==> config.mk <==
export PLATFORM = sky130hd
export DESIGN_NAME = spram_arbiter
export DESIGN_NICKNAME = d
export VERILOG_FILES = /design/src/rtl/spram_arbiter.sv
export SDC_FILE = /design/constraint.sdc
export NUM_CORES = 1
export LEC_CHECK = 0
export BUFFER_PORTS_ARGS = -buffer_cell sky130_fd_sc_hd__buf_4
export CORE_UTILIZATION = 42
export DETAILED_ROUTE_END_ITERATION = 8
export GPL_ROUTABILITY_DRIVEN = 0
export MAX_ROUTING_LAYER = met4
export PLACE_DENSITY = 0.75
export SKIP_CTS_REPAIR_TIMING = 1
export SKIP_LAST_GASP = 1
export SYNTH_ARGS = -nofsm -noshare
export SYNTH_HDL_FRONTEND = slang
export SYNTH_SLANG_ARGS = --single-unit
==> constraint.sdc <==
create_clock -name clk -period 2.52 [get_ports clk]
set_clock_uncertainty 0.05 [all_clocks]
set_input_delay 0.378 -clock clk [delete_from_list [all_inputs] [get_ports clk]]
set_output_delay 0.378 -clock clk [all_outputs]
set_load 0.05 [all_outputs]
==> src/rtl/spram_arbiter.sv <==
// Two-requester arbiter in front of a single-port RAM: combinational grant,
// fair alternation on ties, bounded lock bursts and registered read-return strobes.
module spram_arbiter #(
    parameter int unsigned addr_width = 8,
    parameter int unsigned data_width = 8,
    parameter int unsigned max_burst  = 4
) (
    input  logic                  clk,
    input  logic                  rst_n,
    input  logic                  a_req,
    input  logic                  b_req,
    input  logic                  a_lock,
    input  logic                  b_lock,
    input  logic                  a_we,
    input  logic                  b_we,
    input  logic [addr_width-1:0] a_addr,
    input  logic [addr_width-1:0] b_addr,
    input  logic [data_width-1:0] a_wdata,
    input  logic [data_width-1:0] b_wdata,
    output logic                  a_gnt,
    output logic                  b_gnt,
    output logic                  a_rvalid,
    output logic                  b_rvalid,
    output logic [data_width-1:0] rdata,
    output logic [addr_width-1:0] ram_addr,
    output logic [data_width-1:0] ram_data,
    output logic                  ram_we,
    input  logic [data_width-1:0] ram_q
);

    localparam int unsigned CNT_W = 8;
    localparam logic [CNT_W-1:0] CNT_MAX   = {CNT_W{1'b1}};
    localparam logic [CNT_W-1:0] BURST_LIM = CNT_W'(max_burst);
    localparam logic SEL_A = 1'b0;
    localparam logic SEL_B = 1'b1;

    typedef enum logic [1:0] {
        IDLE,
        SERVE,
        LOCKED
    } state_t;

    state_t             state, state_nxt;
    logic               last, last_nxt;
    logic [CNT_W-1:0]   burst_cnt, burst_cnt_nxt;
    logic               keep_owner;
    logic               win_b;
    logic               gnt_any;

    // Arbitration, RAM mux and next-state; everything is forced idle while in reset.
    always_comb begin
        a_gnt         = 1'b0;
        b_gnt         = 1'b0;
        keep_owner    = 1'b0;
        win_b         = 1'b0;
        gnt_any       = 1'b0;
        state_nxt     = IDLE;
        last_nxt      = last;
        burst_cnt_nxt = '0;
        ram_we        = 1'b0;
        ram_addr      = '0;
        ram_data      = '0;

        if (rst_n) begin
            if (a_req && b_req) begin
                keep_owner = (state == LOCKED) && (burst_cnt < BURST_LIM);
                win_b      = keep_owner ? last : ~last;
            end else begin
                win_b      = b_req;
            end
            gnt_any = a_req || b_req;
            a_gnt   = gnt_any && (win_b == SEL_A);
            b_gnt   = gnt_any && (win_b == SEL_B);
        end

        if (gnt_any) begin
            last_nxt = win_b;
            if ((state == LOCKED) && (win_b == last)) begin
                burst_cnt_nxt = (burst_cnt == CNT_MAX) ? CNT_MAX : burst_cnt + CNT_W'(1);
            end else begin
                burst_cnt_nxt = CNT_W'(1);
            end
            state_nxt = (win_b ? b_lock : a_lock) ? LOCKED : SERVE;
            ram_we    = win_b ? b_we    : a_we;
            ram_addr  = win_b ? b_addr  : a_addr;
            ram_data  = win_b ? b_wdata : a_wdata;
        end
    end

    // State register; last resets to B so A wins the first tie.
    always_ff @(posedge clk or negedge rst_n) begin
        if (!rst_n) begin
            state     <= IDLE;
            last      <= SEL_B;
            burst_cnt <= '0;
            a_rvalid  <= 1'b0;
            b_rvalid  <= 1'b0;
        end else begin
            state     <= state_nxt;
            last      <= last_nxt;
            burst_cnt <= burst_cnt_nxt;
            a_rvalid  <= a_gnt && !a_we;
            b_rvalid  <= b_gnt && !b_we;
        end
    end

    assign rdata = ram_q;

endmodule

==> results of run 1 <==
per-layer routing:
metal	vias up	wire, um	global-route usage [%]
li1	607	-	-
met2	51	1645	35.11
met5	-	0	-
met3	4	163	4.884
met4	0	24	6.786
met1	581	1463	24.15
cells in the mapped netlist (2+ instances only):
library cell / n
xnor2_1: 2
nand2_1: 19
inv_1: 3
a21oi_1: 6
o31ai_1: 2
buf_2: 2
buf_4: 9
buf_6: 2
mux2i_1: 17
o21ai_0: 2
nand4_1: 4
nand3_1: 3
and2_1: 3
clkbuf_1: 5
o211ai_1: 16
dfrtp_1: 12
a31oi_1: 2
nor2_1: 2
and3_1: 3
final timing paths:
path                                   start  cells past startpoint           end
worst max-delay path            burst_cnt[7]                      6   ram_addr[7]
worst min-delay path                   rst_n                      1          last
worst max register to register  burst_cnt[7]                      5  burst_cnt[6]
worst min register to register  burst_cnt[0]                      1  burst_cnt[0]
max in group asynchronous              rst_n                      2  burst_cnt[6]
min in group clk                        b_we                      2      b_rvalid
report_power, final:
group	internal [uW]	total, uW	switching, uW
sequential	220	229	8.68
clock	59.1	138	78.7
combinational	149	351	203
sequential cells by signal (all words and copies together) (netlist names):
signal,flops
a_rvalid,1
b_rvalid,1
last,1
burst_cnt,8
state,2
final cells by class:
type                       instances  area share (%)
sequential                        13           19.10
multi-input combinational        101           43.70
inverter                           3          0.6512
clock buffer                       3           1.302
tap                               31           2.243
clock inverter                     1          0.2894
timing repair buffer              71           32.71
logic make-up after synthesis:
group	count (synthesis)	share of synthesized area, %
XOR/XNOR	3	2.177
AND/OR/NAND/NOR	46	23.21
multiplexers	17	14.09
adder cells (fa/ha/maj)	1	1.036
AO/OA/AOI/OAI	34	20.00
flip-flops	13	27.05
buffers and inverters	22	12.43
critical path, delay by kind of cell, from the launching register on:
kind / cells / cell delay [ns]
mux: 1 / 0.22
buf+inv: 2 / 0.37
simple gates: 3 / 0.72
flops: 1 / 0.45
stage by stage:
stage | setup TNS (ns) | hold slack [ns] | instance area, um^2
4_1_cts | -1.448 | -0.1175 | 1625
5_1_grt | -1.285 | 0.06646 | 1729
3_3_place_gp | 0 | 0.1983 | 1598
6_report | 0 | 0.07714 | 1729
3_5_place_dp | 0 | 0.2010 | 1598
2_1_floorplan | -2.038 | 0.03241 | 1212
==> impl_metrics.toml, run 1 <==
[outcome]
outcome = "finished, final reports clean"

[setup_path]
critical-path-slowest-cell = "dfrtp_2"
path_class = "flop to output port"
max_stage_delay_ns = 0.45
arrival_ns = 2.06
critPathRequiredTime_ns = 2.09
cp-end-kind = "output port"
rrSetupSlack_ns = 0.75
cp_cell_sequence = "nor4b_4, nand4b_1, nand3_4, buf_12, mux2i_1, buf_4"
start_kind = "flop"
critPathMaxFanout = 9

[floorplan]
start_util_pct = 44.16
die_h_um = 55.62
dieArea_mm2 = 0.003093
die_x_um = 55.62
num_rows = 19
core-area_mm2 = 0.002734
io_pins = 77

[yosys]
yosys_warnings = 0
synth_ff_type = "dfrtp_1"
yosysSeqAreaShare_pct = 27.05
yosysTopAreaCellShare_pct = 24.87
synth-seq-cells = 13
synth.top_cells.by_area = "dfrtp_1 (25%), mux2i_1 (14%), o211ai_1 (9.9%), nand2_1 (5.9%), buf_4 (5.6%)"
synth_cells = 136
async_flop_share_pct = 100.0
netlist_area_mm2 = 0.001207
ys_types = 41
yosysTopAreaCell = "dfrtp_1"
synth_nets = 185
synth-edff-count = 0
syn_avg_cell_area_um2 = 8.878

[clock_network]
cts_tree = "done"
cts_buffer_depth = 2
cts_root_buffer = "clkbuf_4"
cts_buffers = 3
clock-sinks = 13
worstSkewPairLatency_ns = 0.29
cts.clk_slew.worst_paths_ns = 0.09
htreeDepth = 1

[route]
drc = 0
wl_per_cell_um = 14.78
drt-total-wl_mm = 3.297
ant_nets = 0
vias = 1243
vias_per_cell = 5.574
drt_iter0_drc = 35
drt-pass1-iter-count = 4

[sta]
fin_ws_ns = 0.03612
timing.final.crit_period_ns = 2.484
hold_violations = 0
max_freq_mhz = 402.6
slew_headroom_pct = 58.71
finalSetupViolations = 0
final.period_utilization_pct = 98.57
worst_pin_slew_ns = 0.6129
rsz0062_at_grt = "true"
maxSlewViolCount = 0

[layout]
regArea_um2 = 330.3
layout_commonest_cell = "buf_4"
final_util_pct = 63.25
drive_gt1_share_pct = 44.27
multi_input_area_um2 = 755.7
nNetsFinal = 242
n_antenna_cell = 0
fillers = 225
final_cell_mix = "buf_4 (68), nand2_1 (19), mux2i_1 (17), o211ai_1 (16), dfrtp_1 (9)"
final_cells = 223
syn_to_final_growth_pct = 43.21

[placed_design]
dp_cells = 211
hpwl_mm = 2.269
io_buffers = 60
dp_slack_ns = 0.2376

[power_and_ir_drop]
fin_total_pwr_uw = 717.5
vdd_drop_max_mv = 0.2630
p_leak_uw = 0.0008488
powerDensity_mw_per_mm2 = 415.0

[worst_hold_path]
holdCritPathClass = "input port to async pin"

[global_routing]
grt_pass1_vias = 1198
antenna_found_initial = 0
overflow = 0
grt_usage_pct = 20.71
grt_pass1_wl_mm = 5.030
grt_max_degree = 24

[job]
max-cap-violations = 0
Note: power is estimated with default switching activity, not from simulation.
==> run 2: changes to the inputs <==
==> constraint.sdc (replaced) <==
create_clock -name clk -period 2.52 [get_ports clk]
set_clock_uncertainty 0.05 [all_clocks]
set_input_delay 0.504 -clock clk [delete_from_list [all_inputs] [get_ports clk]]
set_output_delay 0.504 -clock clk [all_outputs]
set_load 0.05 [all_outputs]
==> run 2 against run 1 <==
Net effect: the run now ends with negative setup slack left; worst hold slack lost 0.056 ns; non-clock buffer count is the same; critical endpoint is now ram_addr[0]; final area grew 4.9%; sequential share of layout area shrank 0.96 points; global-route usage grew 2.5 points.
==> impl_metrics.toml, run 2 (synthesized netlist as in run 1, its figures left out) <==
[setup_path]
cp-end-kind = "output port"
path_class = "flop to output port"
start_kind = "flop"
arrival_ns = 2.08
rrSetupSlack_ns = 0.75
critPathMaxFanout = 17
critPathRequiredTime_ns = 1.97

[floorplan]
core-area_mm2 = 0.002734
io_pins = 77
die_x_um = 55.62
dieArea_mm2 = 0.003093
num_rows = 19
die_h_um = 55.62
start_util_pct = 44.16

[power_and_ir_drop]
powerDensity_mw_per_mm2 = 411.7
p_leak_uw = 0.0008314
vdd_drop_max_mv = 0.2854

[sta]
tns_ns = -1.382
max_freq_mhz = 380.1
timing.final.crit_period_ns = 2.631
maxSlewViolCount = 0
fin_ws_ns = -0.1109
worst_pin_slew_ns = 0.3915
slew_headroom_pct = 73.63
rsz0062_at_grt = "true"
hold_violations = 0
finalSetupViolations = 16
final.period_utilization_pct = 104.4

[layout]
nNetsFinal = 242
largest_reg_flops = 8
top_register = "burst_cnt"
layout_commonest_cell = "buf_4"
final_cell_mix = "buf_4 (69), nand2_1 (19), o211ai_1 (16), dfrtp_1 (10), mux2i_4 (9)"
drive_gt1_share_pct = 49.48
fillers = 224
n_antenna_cell = 0
regArea_um2 = 329.1
syn_to_final_growth_pct = 50.26
reg_top3 = "burst_cnt x8, state x2"
multi_input_area_um2 = 858.3

[placed_design]
dp_slack_ns = 0.1591
hpwl_mm = 2.475
io_buffers = 60

[global_routing]
grt_pass1_vias = 1297
antenna_found_initial = 0
grt_max_degree = 26
grt_usage_pct = 23.19
grt_pass1_wl_mm = 5.582
overflow = 0

[clock_network]
cts_root_buffer = "clkbuf_4"
clock-sinks = 13
cts_buffer_depth = 2
worstSkewPairLatency_ns = 0.29
cts.clk_slew.worst_paths_ns = 0.09
cts_tree = "done"
htreeDepth = 1
cts_buffers = 3

[route]
ant_nets = 0
drt-pass1-iter-count = 4
drc = 0
wl_per_cell_um = 14.77
drt_iter0_drc = 32
drt-total-wl_mm = 3.294
vias = 1287
vias_per_cell = 5.771

[worst_hold_path]
holdCritPathClass = "input port to async pin"

[outcome]
outcome = "finished with violations"
violations = "negative setup slack"

[job]
max-cap-violations = 0
[run 2: layer usage]
layer | part of all wire (%) | vias to the layer above | global-route usage (%)
met5 | 0 | - | -
met4 | 0.85 | 0 | 9.286
met3 | 4.5 | 4 | 4.186
met2 | 53 | 43 | 40.28
met1 | 41 | 628 | 26.38
li1 | - | 612 | -
[run 2: metrics by stage]
step                      instances  util [%]  hold WS (ns)  cell area [um^2]  total power [uW]
after floorplan                 136         -        0.1584              1325             521.4
after global placement          216     63.94        0.3356              1748             595.0
after detailed placement        216     63.94        0.3422              1748             601.5
after CTS                       220     64.94       0.01748              1775             741.6
after global routing            223     66.36       0.02352              1814             783.0
final                           223     66.36       0.02140              1814             747.0
[run 2: path summary, 6_finish.rpt]
check / startpoint / end / cells past startpoint
worst min register to register: burst_cnt[0] / burst_cnt[0] / 1
worst max-delay path: burst_cnt[7] / ram_addr[0] / 6
min in group clk: b_we / b_rvalid / 2
worst min-delay path: rst_n / state[0] / 1
worst max register to register: burst_cnt[7] / burst_cnt[6] / 6
max in group asynchronous: rst_n / burst_cnt[7] / 2
[run 2: power by group]
group | switching [uW] | internal [uW] | total [uW]
Clock | 81.1 | 59.1 | 140
Sequential | 8.72 | 220 | 229
Combinational | 215 | 163 | 378
[run 2: area by class of cell]
class,count,share of cell area [%]
Multi-Input combinational cell,101,47.31
Clock buffer,3,1.241
Sequential cell,13,18.14
Clock inverter,1,0.2759
Tap cell,31,2.138
Timing Repair Buffer,71,30.28
Inverter,3,0.6207
[run 2: critical path, stage by stage (launching register included)]
cell	delay, ns
dfrtp_2	0.45
nor4b_4	0.28
nand4b_1	0.21
nand3_2	0.15
buf_12	0.22
mux2i_4	0.25
buf_4	0.22
